$ cat src/rtl/cpu_controller.sv
// Multicycle CPU control unit: fetches a 16-bit instruction into the IR, then
// sequences the datapath through a Moore FSM, one datapath step per state.
module cpu_controller (
    input  logic        clk,
    input  logic        reset_n,
    input  logic [15:0] mdata,
    output logic [2:0]  readnum,
    output logic [2:0]  writenum,
    output logic [1:0]  vsel,
    output logic        write,
    output logic        loada,
    output logic        loadb,
    output logic        loadc,
    output logic        loads,
    output logic        asel,
    output logic        bsel,
    output logic        muxccontrol,
    output logic [1:0]  shift,
    output logic [1:0]  ALUop,
    output logic [15:0] sximm8,
    output logic [15:0] sximm5,
    output logic [1:0]  mem_cmd,
    output logic        addr_sel,
    output logic        load_pc,
    output logic        reset_pc,
    output logic        load_addr,
    output logic        halted
);

    typedef enum logic [4:0] {
        S_RST,
        S_IF1,
        S_IF2,
        S_UPDPC,
        S_DECODE,
        S_WIMM,
        S_GETA,
        S_GETB,
        S_ALU,
        S_WBC,
        S_ADDR,
        S_LADDR,
        S_MRD,
        S_MWB,
        S_SGETB,
        S_SMOV,
        S_SWR,
        S_HALT
    } state_t;

    localparam logic [1:0] MEM_NONE  = 2'b00;
    localparam logic [1:0] MEM_READ  = 2'b01;
    localparam logic [1:0] MEM_WRITE = 2'b10;

    localparam logic [1:0] VSEL_C      = 2'b00;
    localparam logic [1:0] VSEL_IMM8   = 2'b10;
    localparam logic [1:0] VSEL_MDATA  = 2'b11;

    // {opcode, op} keys of the supported instructions
    localparam logic [4:0] K_MOV_IMM = 5'b11010;
    localparam logic [4:0] K_MOV_REG = 5'b11000;
    localparam logic [4:0] K_MVN     = 5'b10111;
    localparam logic [4:0] K_ADD     = 5'b10100;
    localparam logic [4:0] K_CMP     = 5'b10101;
    localparam logic [4:0] K_AND     = 5'b10110;
    localparam logic [4:0] K_LDR     = 5'b01100;
    localparam logic [4:0] K_STR     = 5'b10000;
    localparam logic [4:0] K_HALT    = 5'b11100;

    state_t      state_reg;
    state_t      state_next;
    logic [15:0] ir_reg;

    logic [4:0]  op_key;
    logic [1:0]  op;
    logic [2:0]  rn;
    logic [2:0]  rd;
    logic [1:0]  sh;
    logic [2:0]  rm;
    logic        is_ldr;
    logic        is_str;
    logic        is_mov_reg;
    logic        is_cmp;

    assign op_key = ir_reg[15:11];
    assign op     = ir_reg[12:11];
    assign rn     = ir_reg[10:8];
    assign rd     = ir_reg[7:5];
    assign sh     = ir_reg[4:3];
    assign rm     = ir_reg[2:0];

    assign is_ldr     = (op_key == K_LDR);
    assign is_str     = (op_key == K_STR);
    assign is_mov_reg = (op_key == K_MOV_REG);
    assign is_cmp     = (op_key == K_CMP);

    // The A/B registers always load from the register file in this design
    assign muxccontrol = 1'b0;

    genvar gi;
    generate
        for (gi = 0; gi < 16; gi++) begin : g_sext
            if (gi < 8) begin : g_imm8_lo
                assign sximm8[gi] = ir_reg[gi];
            end else begin : g_imm8_hi
                assign sximm8[gi] = ir_reg[7];
            end
            if (gi < 5) begin : g_imm5_lo
                assign sximm5[gi] = ir_reg[gi];
            end else begin : g_imm5_hi
                assign sximm5[gi] = ir_reg[4];
            end
        end
    endgenerate

    // IR captures memory data on the last cycle of the fetch read
    always_ff @(posedge clk or negedge reset_n) begin
        if (!reset_n) begin
            state_reg <= S_RST;
            ir_reg    <= 16'h0000;
        end else begin
            state_reg <= state_next;
            if (state_reg == S_IF2) begin
                ir_reg <= mdata;
            end
        end
    end

    always_comb begin
        state_next = state_reg;
        readnum    = 3'd0;
        writenum   = 3'd0;
        vsel       = VSEL_C;
        write      = 1'b0;
        loada      = 1'b0;
        loadb      = 1'b0;
        loadc      = 1'b0;
        loads      = 1'b0;
        asel       = 1'b0;
        bsel       = 1'b0;
        shift      = 2'b00;
        ALUop      = 2'b00;
        mem_cmd    = MEM_NONE;
        addr_sel   = 1'b0;
        load_pc    = 1'b0;
        reset_pc   = 1'b0;
        load_addr  = 1'b0;
        halted     = 1'b0;

        case (state_reg)
            S_RST: begin
                reset_pc   = 1'b1;
                load_pc    = 1'b1;
                state_next = S_IF1;
            end
            S_IF1: begin
                addr_sel   = 1'b1;
                mem_cmd    = MEM_READ;
                state_next = S_IF2;
            end
            S_IF2: begin
                addr_sel   = 1'b1;
                mem_cmd    = MEM_READ;
                state_next = S_UPDPC;
            end
            S_UPDPC: begin
                load_pc    = 1'b1;
                state_next = S_DECODE;
            end
            S_DECODE: begin
                case (op_key)
                    K_MOV_IMM:              state_next = S_WIMM;
                    K_MOV_REG, K_MVN:       state_next = S_GETB;
                    K_ADD, K_CMP, K_AND:    state_next = S_GETA;
                    K_LDR, K_STR:           state_next = S_GETA;
                    K_HALT:                 state_next = S_HALT;
                    default:                state_next = S_IF1;
                endcase
            end
            S_WIMM: begin
                vsel       = VSEL_IMM8;
                writenum   = rn;
                write      = 1'b1;
                state_next = S_IF1;
            end
            S_GETA: begin
                readnum    = rn;
                loada      = 1'b1;
                state_next = (is_ldr || is_str) ? S_ADDR : S_GETB;
            end
            S_GETB: begin
                readnum    = rm;
                loadb      = 1'b1;
                state_next = S_ALU;
            end
            S_ALU: begin
                // MOV reg passes the shifted B through as 0 + B
                shift = sh;
                ALUop = is_mov_reg ? 2'b00 : op;
                asel  = is_mov_reg;
                if (is_cmp) begin
                    loads      = 1'b1;
                    state_next = S_IF1;
                end else begin
                    loadc      = 1'b1;
                    state_next = S_WBC;
                end
            end
            S_WBC: begin
                vsel       = VSEL_C;
                writenum   = rd;
                write      = 1'b1;
                state_next = S_IF1;
            end
            S_ADDR: begin
                bsel       = 1'b1;
                loadc      = 1'b1;
                state_next = S_LADDR;
            end
            S_LADDR: begin
                load_addr  = 1'b1;
                state_next = is_ldr ? S_MRD : S_SGETB;
            end
            S_MRD: begin
                mem_cmd    = MEM_READ;
                state_next = S_MWB;
            end
            S_MWB: begin
                mem_cmd    = MEM_READ;
                vsel       = VSEL_MDATA;
                writenum   = rd;
                write      = 1'b1;
                state_next = S_IF1;
            end
            S_SGETB: begin
                readnum    = rd;
                loadb      = 1'b1;
                state_next = S_SMOV;
            end
            S_SMOV: begin
                // Route the store data (B) through the ALU into C
                asel       = 1'b1;
                loadc      = 1'b1;
                state_next = S_SWR;
            end
            S_SWR: begin
                mem_cmd    = MEM_WRITE;
                state_next = S_IF1;
            end
            S_HALT: begin
                halted     = 1'b1;
                state_next = S_HALT;
            end
            default: begin
                state_next = S_RST;
            end
        endcase
    end

endmodule

$ cat config.mk
export PLATFORM = sky130hd
export DESIGN_NAME = cpu_controller
export DESIGN_NICKNAME = d
export VERILOG_FILES = /design/src/rtl/cpu_controller.sv
export SDC_FILE = /design/constraint.sdc
export NUM_CORES = 1
export LEC_CHECK = 0
export ABC_AREA = 1
export BUFFER_PORTS_ARGS = -buffer_cell sky130_fd_sc_hd__buf_4
export CAP_MARGIN = 20
export CORE_MARGIN = 2
export CORE_UTILIZATION = 45
export DETAILED_ROUTE_END_ITERATION = 12
export GPL_TIMING_DRIVEN = 0
export PLACE_DENSITY = 0.77
export SLEW_MARGIN = 15
export SYNTH_ARGS = -nofsm -noshare
export SYNTH_HDL_FRONTEND = slang
export SYNTH_SLANG_ARGS = --single-unit
$ cat constraint.sdc
create_clock -name clk -period 1.81 [get_ports clk]
set_input_delay 0.0905 -clock clk [delete_from_list [all_inputs] [get_ports clk]]
set_output_delay 0.0905 -clock clk [all_outputs]
set_load 0.02 [all_outputs]
Word-level counts from Yosys, hierarchy flattened

Memories as Yosys holds them, arrays and structs flattened.
Index checks and enable logic that the tools add are counted.

Add/subtract/negate cells: 0
$mul: 0
Div/mod/pow operators: 0
Order comparisons: 0
Equality and inequality tests: 21
Shifts and indexed selects: 0
Muxes and demuxes: 25
Bitwise gates (word level): 0
Reductions and logical operators: 10

Operators with widths:

| operator                                       | count |
|---|---|
| one-hot mux 5 bit (14 select lines)            | 1 |
| == test 5 x 4 -> 1 bit (second input constant) | 9 |
| == test 5 bit (second input constant)          | 5 |
| == test 5 x 3 -> 1 bit (second input constant) | 4 |
| two-way mux 1 bit                              | 12 |
| == test 5 x 2 -> 1 bit (second input constant) | 2 |
| OR reduction 2 bit                             | 5 |
| one-hot mux 3 bit (3 select lines)             | 1 |
| two-way mux 2 bit                              | 4 |
| two-way mux 4 bit                              | 2 |
| one-hot mux 2 bit (2 select lines)             | 2 |
| one-hot mux 3 bit (2 select lines)             | 1 |
| == test 5 x 1 -> 1 bit (second input constant) | 1 |
| zero test 5 bit                                | 1 |
| OR reduction 5 bit                             | 1 |
| one-hot mux 1 bit (2 select lines)             | 2 |
| OR reduction 4 bit                             | 1 |
| OR reduction 3 bit                             | 1 |
| logical OR 1 bit                               | 1 |

Flip-flop bits (word level): 21
Bits in latches: 0
RAM bits: 0
Bits in read-only memories: 128
Input bits: 18
Output and inout port bits: 59
Memories: 1

Memories:

| name             | words | width | rd ports | clocked after memory_dff | wr ports | RTL line | RTL |
|---|---|---|---|---|---|---|---|
| (name not given) | 32    | 4     | 1        | 0                        | 0        | 171      | `case (op_key)` |

Longest topological paths before layout

Gate-level depths: netlist of run 1.

Depth after elaboration: 4
Mapped depth: 9
Gate-level depth less buffers: 8

Least setup slack after synthesis of run 1

Ideal clock, no wire load.

Path kind: reg-to-output
Start point: reg state_reg[4]
End point: out mem_cmd[0]
Arrival: 1.423 ns
Data required time: 1.719 ns
Setup slack: 0.296 ns
Stages on the path, launching flop included: 9
Buffers on the path: 1
Cell sequence: dfrtp_1 buf_4 clkinv_2 nand2_2 inv_1 nand2_1 nor2_1 inv_1 nand3_1

Longest elaborated chain between the ends: 3
Elaborated cells on any way between the ends: 7
Classes of those cells: 5 x eq/ne; 1 x mux; 1 x reduce/logical

RTL lines:

| what                                                 | RTL line | RTL |
|---|---|---|
| start: declaration                                   | 70       | `state_t state_reg;` |
| start signal: assignment                             | 122      | `state_reg <= state_next;` |
| == test 5 x 2 -> 1 bit, or another cell as far along | 150      | `case (state_reg)` |
| OR reduction 4 bit (no line)                         | n/a      |  |
| one-hot mux 2 bit (2 select lines) (*)               | 150      |  |
| end: declaration                                     | 22       | `output logic [1:0] mem_cmd,` |

Every way passes the cells marked *; elsewhere a longest branch is shown, timed or not.

Worst setup path after layout of run 1

Start point: reg state_reg[1]
End point: out readnum[2]

Longest elaborated chain between the ends: 2
Elaborated cells on any way between the ends: 4
Classes of those cells: 3 x eq/ne; 1 x mux

RTL lines:

| what                                                                    | RTL line | RTL |
|---|---|---|
| == test 5 x 4 -> 1 bit / == test 5 x 3 -> 1 bit (equally long branches) | 150      |  |
| one-hot mux 3 bit (3 select lines) (*)                                  | 150      |  |
| end: declaration                                                        | 7        | `output logic [2:0] readnum,` |

Marked as above.

==> results of run 1 <==
[worst register-to-register path, stage by stage (launching register included)]
cell and delay, ps:
dfrtp_1 370, buf_4 170, nor2_2 210, nand3_4 170, buf_6 190, nor2_1 120, a21oi_2 40
[layout by cell type (no fill, tap or decap), types with 2 or more instances in the layout]
cell type,synthesis,routed
nor2_4,2,2
inv_1,25,24
a21oi_1,4,4
inv_2,4,5
nand4_1,2,2
o21ai_0,4,4
a21oi_2,6,6
nor2_1,35,34
buf_6,3,4
dfrtp_1,21,18
nand2_1,53,52
nand3_1,30,30
nand2_2,1,2
o211ai_1,3,3
buf_4,35,111
nor2_2,2,3
dfrtp_2,0,3
clkbuf_8,0,3
[Yosys cell counts]
cell type	instances
a21oi_1	4
a21oi_2	6
buf_4	35
buf_6	3
clkinv_2	1
conb_1	1
dfrtp_1	21
inv_1	25
inv_2	4
nand2_1	53
nand2_2	1
nand2_4	1
nand3_1	30
nand3_4	1
nand3b_1	1
nand4_1	2
nor2_1	35
nor2_2	2
nor2_4	2
nor2_8	1
nor3_4	1
o211ai_1	3
o21ai_0	4
o21ai_1	1
o21ai_2	1
[kinds of logic after synthesis]
logic type      count (synthesis)
other cells                     1
compound gates                 19
flops                          21
buf+inv                        68
simple gates                  130
[final timing paths]
check,startpoint,endpoint,depth (start not counted)
max reg2reg,state_reg[2]$_DFF_PN0_,ir_reg[15]$_DFFE_PN0P_,6
max,state_reg[1]$_DFF_PN0_,readnum[2],7
max in group asynchronous,reset_n,state_reg[3]$_DFF_PN0_,2
min reg2reg,ir_reg[9]$_DFFE_PN0P_,ir_reg[9]$_DFFE_PN0P_,2
min in group asynchronous,reset_n,ir_reg[6]$_DFFE_PN0P_,2
min,mdata[5],ir_reg[5]$_DFFE_PN0P_,3
[routing by layer]
metal	up-vias	track usage, %	part of all wire, %
met3	9	1.910	5.9
met1	781	27.81	42
met5	-	0	0
li1	883	-	-
met2	62	37.89	50
met4	0	7.813	2.3
[timing repair]
action	CTS	global route
hold endpoints to repair	21	0
buffers inserted	1	1
hold buffers	1	0
endpoints found under the setup margin	1	12
pin swaps	1	2
resized for setup	0	9
[power by group]
group          leakage, nW  switching, mW  internal, mW
Sequential           0.246          0.289         0.690
Combinational         1.14           1.65          1.42
Clock               0.0255          0.162         0.154
[layout make-up]
cell class / instances / area (um2) / area share (%)
Multi-Input combinational cell: 150 / 744.5 / 31.20
Timing Repair Buffer: 78 / 588.1 / 24.65
Sequential cell: 21 / 529.3 / 22.18
Buffer: 38 / 300.3 / 12.59
Inverter: 30 / 117.6 / 4.929
Tap cell: 48 / 60.06 / 2.517
Clock buffer: 3 / 41.29 / 1.730
Clock inverter: 1 / 5.005 / 0.2098
[per-stage QoR]
step / worst slack (ps) / hold slack [ps] / instances
2_1_floorplan: 296.5 / -205.1 / 239
3_3_place_gp: 301.7 / -4.531 / 362
3_5_place_dp: 291.7 / -3.063 / 362
4_1_cts: 10.28 / 36.87 / 368
5_1_grt: 1.520 / 40.73 / 369
6_report: 98.44 / 41.36 / 369
==> key figures, run 1 <==
Run status
  • Status: complete, no violations

Routing
  • DR iter-0 viols: 127
  • Vias/cell: 4.702
  • Antenna Nets Post-Route: 0
  • # DRC: 0
  • First-pass detailed-route iteration total: 4
  • Post-Route WL: 4.457 mm
  • Via count: 1735
  • Post-DR wirelength/cell: 12.08 um

Clock tree
  • TritonCTS clock tree: yes
  • Clock transition at path regs: 80 ps
  • Max Root-Sink Buffers: 2
  • Num CTS Buffers: 3
  • Root buffer selected by CTS: clkbuf_8
  • Number of H-tree levels: 1
  • Clock sink count: 21
  • Clk_lat worst skew: 260 ps

Pwr
  • Tot Pwr: 4.370 mW
  • Pwr Density: 1832 mW/mm2
  • Lkg Pwr: 1.414 nW
  • VDD IR max: 1205 uV

Global routing
  • First-pass GRT wire length: 7.162 mm
  • Largest net degree at the start of global routing: 22
  • All-Layer GR Usage: 21.65%
  • Total gr overflow: 0
  • Vias in the first global route: 1541
  • Initial antenna violation count: 0

Die
  • I/O pin cnt: 77
  • Die Y-Extent: 65.02 um
  • Die W: 65.02 um
  • Initial Utilization: 46.46%
  • Die ar.: 0.004227 mm2
  • FP Rows: 22
  • Core area: 0.003606 mm2

Setup path
  • Startpoint Class: flop
  • Top delay family on crit path: flip-flops
  • Worst EP arrival: 1620 ps
  • Crit path largest cell delay: 450 ps
  • Crit path max fanout: 6
  • Critical path class: reg2out
  • Crit end category: output port
  • CP cell instances: inv_2 -> nor2_8 -> nand3_1 -> inv_1 -> nand2_1 -> o211ai_1 -> buf_4
  • Slowest cell on crit path: dfrtp_2
  • WP data required: 1720 ps
  • Critical path buffers and inverters: 3
  • Reg-to-reg slack, setup: 430 ps

Timing
  • Hold Fails Final Rpt: 0
  • Period minus WS final: 1712 ps
  • RSZ-0062 raised after global routing: no
  • Period utilization: 94.56%
  • Final TNS setup: 0 ps
  • Setup-failing EPs final: 0
  • Worst Skew: 2.142 ps
  • Fmax: 0.5843 GHz
  • Final Max Tran Viols: 0

Synth
  • Post-synthesis compound-gate area fraction: 7.692%
  • XOR/XNOR Fraction of Synth Area: 0%
  • Ranking of synthesized cells by area: dfrtp_1 (31%), buf_4 (16%), nand2_1 (12%)
  • Syn Nets: 257
  • Mux contribution to synthesized area: 0%
  • Seq cells post-synth: 21
  • Syn Area/Cell: 7.010 um2
  • Mapped cell area: 0.001675 mm2
  • Main combinational cell family by area after synthesis: simple AND/OR/NAND/NOR gates
  • Yosys warns: 0
  • Dominant cell type by area after synthesis: dfrtp_1
  • Distinct cells, synth: 25
  • Adder-cell share of the synthesized area: 0%
  • Share of the synthesized area in the top cell type: 31.37%
  • Syn Inst Count: 239
  • Synth Area in Simple Gates: 36.22%
  • Register area share after synthesis: 31.37%

Final layout
  • Final #Nets: 340
  • Area Overhead vs Synth: 42.42%
  • Diode count: 0
  • Number of fill cells: 356
  • Design Area, Final: 0.002386 mm2
  • Max reg flops: 16
  • Post-route core utilization: 66.17%
  • Share of cells above drive strength 1: 45.48%

Placed design
  • Placed Area: 0.002298 mm2
  • IO Port Bufs: 75
  • RePlAce Congestion: 0.8334
  • Hpwl dp: 3.428 mm

Run
  • Max-cap check violation count: 0

Min path
  • Worst min-delay path category: in2reg
(Power assumes the default switching activity.)
==> inputs of run 2 (changes only) <==
--- a/config.mk
+++ b/config.mk
@@ -9,10 +9,10 @@
 export BUFFER_PORTS_ARGS = -buffer_cell sky130_fd_sc_hd__buf_4
 export CAP_MARGIN = 20
 export CORE_MARGIN = 2
-export CORE_UTILIZATION = 45
+export CORE_UTILIZATION = 51
 export DETAILED_ROUTE_END_ITERATION = 12
 export GPL_TIMING_DRIVEN = 0
-export PLACE_DENSITY = 0.77
+export PLACE_DENSITY = 0.86
 export SLEW_MARGIN = 15
 export SYNTH_ARGS = -nofsm -noshare
 export SYNTH_HDL_FRONTEND = slang
==> run 2 against run 1 <==
Compared with the run above:
- sequential share of layout area down 0.53 points
- sequential power down 0.8%
- die area decreased by 11%
- maximum frequency decreased by 0.98%
- clock power decreased by 27%
- combinational power grew 2%
- via count grew 2.0%
- global-route usage rose by 3.4 points
- total power shrank 0.43%
- largest cell class unchanged
==> key figures, run 2 (synthesized netlist as in run 1, its figures left out) <==
Setup path
  • Reg2Reg Depth: 6
  • Reg-to-reg slack, setup: 410 ps
  • Crit end category: output port
  • Slowest cell on crit path: dfrtp_1
  • Crit Reg-Reg Endpoint: state_reg[0]$_DFF_PN0_
  • Worst EP arrival: 1640 ps
  • CP cell instances: buf_6 -> inv_8 -> nand2_2 -> nor2_4 -> nand2_2 -> nor2_2 -> inv_2 -> o21ai_2 -> buf_6
  • R2r startpoint: ir_reg[12]$_DFFE_PN0P_
  • WP data required: 1720 ps
  • Critical path class: reg2out
  • Startpoint Class: flop
  • Crit path max fanout: 7
  • Crit path largest cell delay: 400 ps

Placed design
  • IO Port Bufs: 75
  • RePlAce Congestion: 0.9196
  • Post-Place Setup Slack: 283.6 ps
  • Placed Area: 0.002293 mm2
  • Hpwl dp: 3.450 mm

Die
  • Initial Utilization: 54.43%
  • I/O pin cnt: 77
  • Die Y-Extent: 61.32 um
  • FP Rows: 20
  • Die ar.: 0.003760 mm2
  • Core area: 0.003078 mm2
  • Die W: 61.32 um

Timing
  • Fmax: 0.5785 GHz
  • Setup-failing EPs final: 0
  • Period utilization: 95.50%
  • Period minus WS final: 1728 ps
  • Final Max Tran Viols: 0
  • Final worst setup slack: 81.50 ps
  • Worst Skew: 6.639 ps
  • RSZ-0062 raised after global routing: yes
  • Hold Fails Final Rpt: 0
  • WHS: 8.526 ps

Global routing
  • All-Layer GR Usage: 25.03%
  • First-pass GRT wire length: 7.162 mm
  • Vias in the first global route: 1611
  • Initial antenna violation count: 0
  • Largest net degree at the start of global routing: 22
  • Total gr overflow: 0

Clock tree
  • Num CTS Buffers: 3
  • Clock sink count: 21
  • Max Root-Sink Buffers: 2
  • Clock transition at path regs: 130 ps
  • TritonCTS clock tree: yes
  • Root buffer selected by CTS: clkbuf_4
  • Number of H-tree levels: 1
  • Clk_lat worst skew: 300 ps

Run
  • Max-cap check violation count: 0

Final layout
  • Design Area, Final: 0.002445 mm2
  • Area Overhead vs Synth: 45.93%
  • Max reg flops: 16
  • Most common cell after layout, fill and taps aside: buf_4
  • Diode count: 0
  • Share of cells above drive strength 1: 46.65%
  • Final #Nets: 347
  • Commonest cells after routing, fill and taps aside: buf_4 (113), nand2_1 (52), nor2_1 (30), nand3_1 (30), inv_1 (25)

Pwr
  • Pwr Density: 1780 mW/mm2
  • Lkg Pwr: 1.442 nW
  • VDD IR max: 1197 uV

Min path
  • Hold Path Cell Cnt: 3
  • Worst min-delay path category: in2reg
  • Hold EP: ir_reg[9]$_DFFE_PN0P_
  • Worst Hold Launch: mdata[9]

Routing
  • Antenna Nets Post-Route: 0
  • Post-Route WL: 4.554 mm
  • First-pass detailed-route iteration total: 4
  • # DRC: 0
  • Via count: 1769
  • Post-DR wirelength/cell: 12.24 um
  • Vias/cell: 4.755
  • DR iter-0 viols: 95

Run status
  • Status: complete, no violations
## run 2: routing by layer
layer | wire [um] | track usage, %
met2 | 2325 | 42.25
met1 | 1974 | 33.99
met5 | 0 | 0
met4 | 53 | 7.764
met3 | 201 | 2.311
## run 2: timing repair
action	in CTS	in global routing
endpoints found under the setup margin	6	14
cloned	0	0
endpoints found under the hold margin	25	0
pin swaps	1	3
setup buffers	1	4
hold buffers	5	0
resized for setup	2	13
## run 2: layout make-up
type | instances | area [um2]
sequential | 21 | 529.3
timing repair buffer | 85 | 654.4
fill | 249 | 633.1
clock buffer | 3 | 22.52
inverter | 30 | 120.1
clock inverter | 1 | 5.005
tap | 44 | 55.05
multi-input combinational | 150 | 758.2
buffer | 38 | 300.3
## run 2: worst max-delay path by stage
| stage | startpoint | end | slack, ps | cells past startpoint |
|---|---|---|---|---|
| floorplan | state_reg[4]$_DFF_PN0_ | mem_cmd[0] | 300 | 8 |
| global placement | state_reg[4]$_DFF_PN0_ | asel | 320 | 9 |
| detailed placement | state_reg[4]$_DFF_PN0_ | asel | 280 | 9 |
| CTS | state_reg[4]$_DFF_PN0_ | asel | 9 | 9 |
| global route | state_reg[3]$_DFF_PN0_ | writenum[0] | -50 | 6 |
| finish | state_reg[4]$_DFF_PN0_ | asel | 80 | 9 |
## run 2: worst max-delay path, delay by kind of cell (launching register included)
family,cells,cell delay (ps)
buf+inv,4,430
flops,1,400
simple gates,4,350
compound gates,1,150
## run 2: power breakdown
group,switching (mW),leakage [nW],internal (mW)
Clock,0.148,0.0177,0.0823
Sequential,0.282,0.246,0.688
Combinational,1.71,1.18,1.44
Total,2.14,1.44,2.21
## run 2: stage by stage
step | power (mW) | TNS [ps] | std cells | util (%)
5_1_grt | 4.667 | -159.1 | 372 | 79.43
6_report | 4.351 | 0 | 372 | 79.43
4_1_cts | 4.296 | 0 | 368 | 77.48
3_5_place_dp | 4.043 | 0 | 358 | 74.51
2_1_floorplan | 3.007 | 0 | 239 | -
3_3_place_gp | 3.974 | 0 | 358 | 74.51
